File: config.mk
export PLATFORM = sky130hd
export DESIGN_NAME = mem_stage_ctrl
export DESIGN_NICKNAME = d
export VERILOG_FILES = /design/src/rtl/mem_stage_ctrl.sv
export SDC_FILE = /design/constraint.sdc
export NUM_CORES = 1
export LEC_CHECK = 0
export ABC_AREA = 0
export CAP_MARGIN = 0
export CELL_PAD_IN_SITES_DETAIL_PLACEMENT = 1
export CELL_PAD_IN_SITES_GLOBAL_PLACEMENT = 1
export CORE_MARGIN = 2
export CORE_UTILIZATION = 21
export CTS_CLUSTER_DIAMETER = 80
export CTS_CLUSTER_SIZE = 14
export DETAILED_ROUTE_END_ITERATION = 8
export PLACE_DENSITY = 0.88
export SLEW_MARGIN = 20
export SYNTH_ARGS = -nofsm -noshare
export SYNTH_HDL_FRONTEND = slang
export SYNTH_SLANG_ARGS = --single-unit
File: constraint.sdc
create_clock -name CLK -period 2.7 [get_ports CLK]
set_input_delay 0.81 -clock CLK [delete_from_list [all_inputs] [get_ports CLK]]
set_output_delay 0.81 -clock CLK [all_outputs]
set_load 0.1 [all_outputs]
File: src/rtl/mem_stage_ctrl.sv
// MEM pipeline stage: issues the dcache request from EX/MEM, stalls until dhit, loads MEM/WB.
// Optional load-linked/store-conditional link register enabled by `define LLSC_EN.
module mem_stage_ctrl #(
    parameter int unsigned AW = 32,
    parameter int unsigned RW = 5
) (
    input  logic          CLK,
    input  logic          RST,
    input  logic          ex_valid,
    input  logic          ex_memread,
    input  logic          ex_memwrite,
    input  logic          ex_ll,
    input  logic          ex_sc,
    input  logic          ex_regw,
    input  logic [RW-1:0] ex_wsel,
    input  logic [AW-1:0] ex_aluout,
    input  logic [AW-1:0] ex_store,
    input  logic          ex_halt,
    input  logic          flush,
    input  logic          dhit,
    input  logic [AW-1:0] dmemload,
    input  logic          snoop_inv,
    input  logic [AW-1:0] snoop_addr,
    output logic          dREN,
    output logic          dWEN,
    output logic [AW-1:0] dmemaddr,
    output logic [AW-1:0] dmemstore,
    output logic          mem_stall,
    output logic          wb_valid,
    output logic          wb_regw,
    output logic [RW-1:0] wb_wsel,
    output logic [AW-1:0] wb_wdat,
    output logic          wb_halt
);

    typedef enum logic [1:0] {S_IDLE, S_WAIT, S_HALTED} state_t;

    state_t        state, state_nx;
    logic          pend_flush;
    logic          is_read, is_write, sc_pass;
    logic          issue, load_wb, bubble, live_halt;
    logic [AW-1:0] wdat_c;

    assign is_read   = ex_memread | ex_ll;
    assign is_write  = ex_memwrite | ex_sc;
    assign dmemaddr  = ex_aluout;
    assign dmemstore = ex_store;
    assign bubble    = !ex_valid || flush || pend_flush;
    assign live_halt = ex_halt && !bubble;

`ifdef LLSC_EN
    logic          link_valid;
    logic [AW-1:0] link_addr;
    logic          store_done, ll_done;

    // An SC that reached WAIT was already validated when it issued.
    assign sc_pass    = (state == S_WAIT) || (link_valid && (link_addr == ex_aluout));
    assign store_done = load_wb && ex_valid && (ex_memwrite || (ex_sc && sc_pass));
    assign ll_done    = load_wb && ex_valid && ex_ll;

    // Snoop and own stores clear the link; a snoop to the LL address blocks the new link.
    always_ff @(posedge CLK) begin
        if (RST) begin
            link_valid <= 1'b0;
            link_addr  <= '0;
        end else begin
            if (snoop_inv && (snoop_addr == link_addr))
                link_valid <= 1'b0;
            if (store_done && (ex_aluout == link_addr))
                link_valid <= 1'b0;
            if (ll_done && !(snoop_inv && (snoop_addr == ex_aluout))) begin
                link_valid <= 1'b1;
                link_addr  <= ex_aluout;
            end
        end
    end
`else
    logic unused_snoop;
    assign unused_snoop = ^{snoop_inv, snoop_addr};
    assign sc_pass      = 1'b1;
`endif

    assign wdat_c = is_read ? dmemload : (ex_sc ? AW'(sc_pass) : ex_aluout);

    always_ff @(posedge CLK) begin
        if (RST) state <= S_IDLE;
        else     state <= state_nx;
    end

    always_comb begin
        state_nx = state;
        case (state)
            S_IDLE: begin
                if (issue && !dhit)          state_nx = S_WAIT;
                else if (load_wb && live_halt) state_nx = S_HALTED;
            end
            S_WAIT: begin
                if (dhit) state_nx = live_halt ? S_HALTED : S_IDLE;
            end
            S_HALTED: state_nx = S_HALTED;
            default:  state_nx = S_IDLE;
        endcase
    end

    // Request, stall and MEM/WB load strobe; reset drops the request immediately.
    always_comb begin
        issue     = 1'b0;
        load_wb   = 1'b0;
        dREN      = 1'b0;
        dWEN      = 1'b0;
        mem_stall = 1'b0;
        if (!RST) begin
            case (state)
                S_IDLE: issue = ex_valid && (is_read || ex_memwrite || (ex_sc && sc_pass));
                S_WAIT: issue = ex_valid && (is_read || is_write);
                default: issue = 1'b0;
            endcase
            if (issue) begin
                dREN      = is_read;
                dWEN      = is_write;
                load_wb   = dhit;
                mem_stall = !dhit;
            end else begin
                load_wb = (state == S_IDLE);
            end
        end
    end

    always_ff @(posedge CLK) begin
        if (RST) begin
            wb_valid   <= 1'b0;
            wb_regw    <= 1'b0;
            wb_wsel    <= '0;
            wb_wdat    <= '0;
            wb_halt    <= 1'b0;
            pend_flush <= 1'b0;
        end else if (load_wb) begin
            wb_valid   <= !bubble && !ex_halt;
            wb_regw    <= !bubble && !ex_halt && ex_regw;
            wb_wsel    <= ex_wsel;
            wb_wdat    <= wdat_c;
            wb_halt    <= wb_halt || live_halt;
            pend_flush <= 1'b0;
        end else if (flush && (state != S_HALTED)) begin
            pend_flush <= 1'b1;
        end
    end

endmodule
# After elaboration in Yosys (flattened, before gate mapping)
# Cells that the tools add are included.
[word_totals] reg_bits=43 elab_cells=53 inputBits=145
[op_classes] reduce_logical=21 bitwise_logic=2 mux=18 eq_ne=5
[op_table] operator="two-way mux 32 bit" count=2
[op_table] operator="two-way mux 1 bit" count=10
[op_table] operator="logical AND 1 bit" count=8
[op_table] operator="two-way mux 2 bit" count=4
[op_table] operator="logical OR 1 bit" count=6
[op_table] operator="case mux 2 bit (3 select lines)" count=1
[op_table] operator="logical NOT 1 bit" count=4
[op_table] operator="!= test 2 bit (second input constant)" count=2
[op_table] operator="!= test 3 bit (second input constant)" count=1
[op_table] operator="equality test 2 x 1 -> 1 bit (second input constant)" count=1
[op_table] operator="equality test 2 bit (second input constant)" count=1
[op_table] operator="logical NOT 2 bit" count=1
[op_table] operator="OR 1 bit" count=2
[op_table] operator="case mux 1 bit (2 select lines)" count=1
[op_table] operator="AND reduction 2 bit" count=1
[op_table] operator="OR reduction 2 bit" count=1

# Longest topological paths before layout
[depth] depth_word=12 mapped_depth=8 ltp_nobuf=4

# Worst setup path after synthesis
# Ideal clock, no wire load.
[synth_path] path_type="input to output" from="input port ex_ll" to="output port dREN" path_slack_ns=-1.782 t_required_ns=1.890 n_path_buf=2 stages=4 arrival_ns=3.672 path_cell_list="or2_2 > clkbuf_1 > clkbuf_1 > nor3b_1"
[synth_between] elab_chain_cells=8 word_cells_on_any_way=10
[synth_rtl] item="start: declaration" line_no="12" text="input logic ex_ll,"
[synth_rtl] item="OR 1 bit *" line_no="44" text="assign is_read = ex_memread | ex_ll;"
[synth_rtl] item="logical OR 1 bit (2 in a row)" line_no="114" text="S_IDLE: issue = ex_valid && (is_read || ex_memwrite || (ex_sc && sc_pass));"
[synth_rtl] item="logical AND 1 bit" line_no="114"
[synth_rtl] item="case mux 1 bit (2 select lines)" line_no="113" text="case (state)"
[synth_rtl] item="two-way mux 1 bit" line_no="112" text="if (!RST) begin"
[synth_rtl] item="two-way mux 1 bit *" line_no="118" text="if (issue) begin"
[synth_rtl] item="two-way mux 1 bit *" line_no="112"
[synth_rtl] item="end: declaration" line_no="24" text="output logic dREN,"
# Mark *: on every way between the ends. The rest lies on a longest branch, timed or not. The select of a mux whose other input is x is not followed.

# Final worst setup path
# Ends and elaborated chain as after synthesis.

==> reports/qor.log <==
INFO  logic_synthesis post_synth_num_cell_types=32
INFO  placed_design  dpl_cell_area=4410squm
INFO  finish         layout_commonest_cell=sky130_fd_sc_hd__clkdlybuf4s50_1
INFO  status         run_status=finished, violations left
INFO  global_route   grt_util_all_layers=13.4%
INFO  cts            cts-root-buf=sky130_fd_sc_hd__clkbuf_16
INFO  pwr            power.ir.vdd_worst=184uV
INFO  finish         fin_nets=551
INFO  logic_synthesis synth_cells=310
INFO  placed_design  hpwl_after_detailed_placement=7770microns
INFO  route          drt_drc_violations_left=0
INFO  floorplanning  core_area=12700squm
INFO  finish         layout-drive-gt1-share=37.3%
INFO  critical_path  r2r.worst_path.cells=4
INFO  cts            ctsHoldBuffers=0
INFO  critical_path  worstPathRequired=1.89ns
INFO  route          wl_met3=607microns
INFO  global_route   largest_net_degree_at_the_start_of_global_routing=41
INFO  logic_synthesis synth.net_count=455
INFO  critical_path  worst_r2r_endpoint=wb_wdat[1]
INFO  finish         final_cell_count_no_fill=579
INFO  finish         layout-area-overhead-vs-synth=66.4%
INFO  worst_hold_path worstHoldEndpoint=wb_valid
INFO  sta            finalSetupViolations=3
INFO  cts            clkSinkCount=43
INFO  sta            maxSlewHeadroom=68.1%
INFO  floorplanning  design.portCount=252
INFO  critical_path  worst-r2r-setup-slack=1.08ns
INFO  placed_design  port-buffer-count=154
INFO  sta            worst_slack=-0.0629ns
INFO  route          totalWireLength=9760microns
INFO  pwr            power-per-cell-area=593nW/um^2
INFO  route          drt_pre_antenna_iters=4
INFO  route          met1Wirelength=3740microns
INFO  global_route   antenna_violations_before_repair=0
INFO  sta            tightest_slew=0.478ns
INFO  floorplanning  die_footprint=14100squm
INFO  placed_design  place_worst_setup_slack=-0.445ns
INFO  sta            period_minus_slack=2.76ns
INFO  floorplanning  starting_density_of_the_core=21.7%
INFO  global_route   grt_pass1_vias=2910
INFO  placed_design  gpl.final_weighted_congestion=0.746
INFO  cts            clockBufferDepth=2
INFO  status         violations=setup timing
INFO  cts            cts_max_level=2
INFO  floorplanning  chipWidth=119microns
INFO  route          postRouteAntennaNets=0
INFO  cts            cts_buffers=5
INFO  pwr            power.leakage=1.75nW
INFO  worst_hold_path worstHoldPathType=flop to flop
INFO  sta            final_min_period_over_clock_period=102%
INFO  sta            rsz_0062_raised_after_global_routing=true
INFO  job            drv_cap=0
INFO  worst_hold_path worstHoldPathCells=2
INFO  placed_design  dpl.cell_count=567
INFO  critical_path  timing.critical_path.arrival=1.95ns
INFO  finish         postLayoutCoreUtil=36.1%
INFO  logic_synthesis synth-warning-count=0
INFO  cts            cts.reportedPaths.clkPinSlew=0.06ns
INFO  critical_path  cp-start-kind=input port
INFO  logic_synthesis post_synth_instance_area=2760squm
INFO  critical_path  timing.setup.critical_path_class=input port to output port
INFO  cts            cts_tree=done
INFO  route          wire_per_inst=16.9microns
INFO  route          wl_met2=5300microns
INFO  logic_synthesis postSynthRegisterBits=43
INFO  critical_path  worstPathMaxFanout=2
INFO  sta            final_hold_viol_count=0
INFO  logic_synthesis sequential_share_of_the_synthesized_area=31.2%
INFO  logic_synthesis syn_area_per_cell=8.90squm
INFO  finish         mostFrequentLayoutCells=73 x sky130_fd_sc_hd__clkdlybuf4s50_1, 61 x sky130_fd_sc_hd__buf_4, 43 x sky130_fd_sc_hd__dfxtp_1
INFO  sta            final_max_slew_viol_count=0
INFO  sta            clock_skew=0.00397ns
INFO  cts            skew_pair_late_insertion_delay=0.28ns
INFO  finish         antenna_cells_inserted=0
INFO  global_route   grt_pass1_wl=15100microns
INFO  global_route   globalRoute.totalOverflow=0
INFO  finish         final_cell_area=4590squm
INFO  sta            highest_achievable_clock_rate=362MHz
INFO  route          avgViaCountPerCell=4.49
INFO  pwr            finalPower=2.72mW
INFO  sta            hold_ws=0.471ns
INFO  route          via_count=2598
INFO  route          top_layer=met4
INFO  critical_path  rr_startpoint=state[1]
INFO  floorplanning  die_h=119microns
INFO  sta            setup_tns=-0.171ns
INFO  critical_path  worst_setup_path_end_kind=output port
INFO  floorplanning  rows=41
INFO  worst_hold_path hp-start=wb_valid
INFO  route          drtIter0Drc=74
[Yosys cell counts, drive strengths merged]
cell	n	area share, %
nor2	2	0.36
dfxtp	43	31
and4b	1	0.50
nor4	1	0.23
inv	2	0.27
nand3b	1	0.27
or4	1	0.41
a211oi	33	14
o32ai	1	0.32
mux2i	6	2.2
o21ai	4	0.73
or2	2	0.45
a21oi	32	5.8
nor3b	34	9.2
nand2	3	0.41
or3b	1	0.32
a2111oi	1	0.32
a31oi	1	0.23
nor3	34	6.3
buf	72	20
nand2b	14	3.2
clkbuf	20	2.7
o31ai	1	0.27
[worst max-delay path, stage by stage]
cell and delay [ns]:
sky130_fd_sc_hd__buf_6 0.09, sky130_fd_sc_hd__or4_4 0.52, sky130_fd_sc_hd__nand3b_1 0.17, sky130_fd_sc_hd__buf_6 0.14
sky130_fd_sc_hd__nor3b_4 0.05, sky130_fd_sc_hd__buf_12 0.17
[power breakdown]
part           leakage (nW)  internal, mW  switching (mW)
Sequential            0.356         0.699          0.0393
Combinational          1.31         0.436           0.915
Clock                0.0772         0.394           0.239
[what timing repair did]
action / 4_1_cts / 5_1_grt
resized for setup: 20 / 2
pin swaps: 3 / 3
setup endpoints to repair: 28 / 3
cloned: 0 / 0
buffers inserted: 1 / 3
[cells by family (layout without fill, tap and decap cells)]
logic type | count (synthesis) | after routing | synth area share, %
mux | 6 | 6 | 2.18
compound gates | 73 | 73 | 22.0
simple gates | 94 | 94 | 21.7
flops | 43 | 43 | 31.2
buf+inv | 94 | 191 | 22.9
[registers in the layout, indices dropped and copies added (netlist names)]
name and cells:
state 2, wb_wdat 32, wb_wsel 5, wb_halt 1
wb_valid 1, wb_regw 1, pend_flush 1
[layer usage]
layer  vias up  GRT usage [%]
met1      1254           14.0
met3        17           3.86
met2       102           26.2
met5         -              0
li1       1225              -
met4         0           3.05
[area by class of cell]
type / count / area [sq um]
clock buffers: 8 / 156
fillers: 1477 / 8130
inverters: 2 / 7.51
multi-input cells: 173 / 1300
flip-flops and latches: 43 / 861
well taps: 172 / 215
repair buffers: 181 / 2050
[worst max-delay path by stage]
stage | start | to | slack, ns | cells after the start
2_1_floorplan | ex_sc | dREN | -0.31 | 4
3_3_place_gp | ex_sc | dREN | -0.43 | 6
3_5_place_dp | ex_sc | dREN | -0.44 | 6
4_1_cts | ex_memread | dREN | -0.07 | 6
5_1_grt | ex_ll | dREN | -0.08 | 6
6_report | ex_ll | dREN | -0.06 | 6
(Power assumes the default switching activity.)
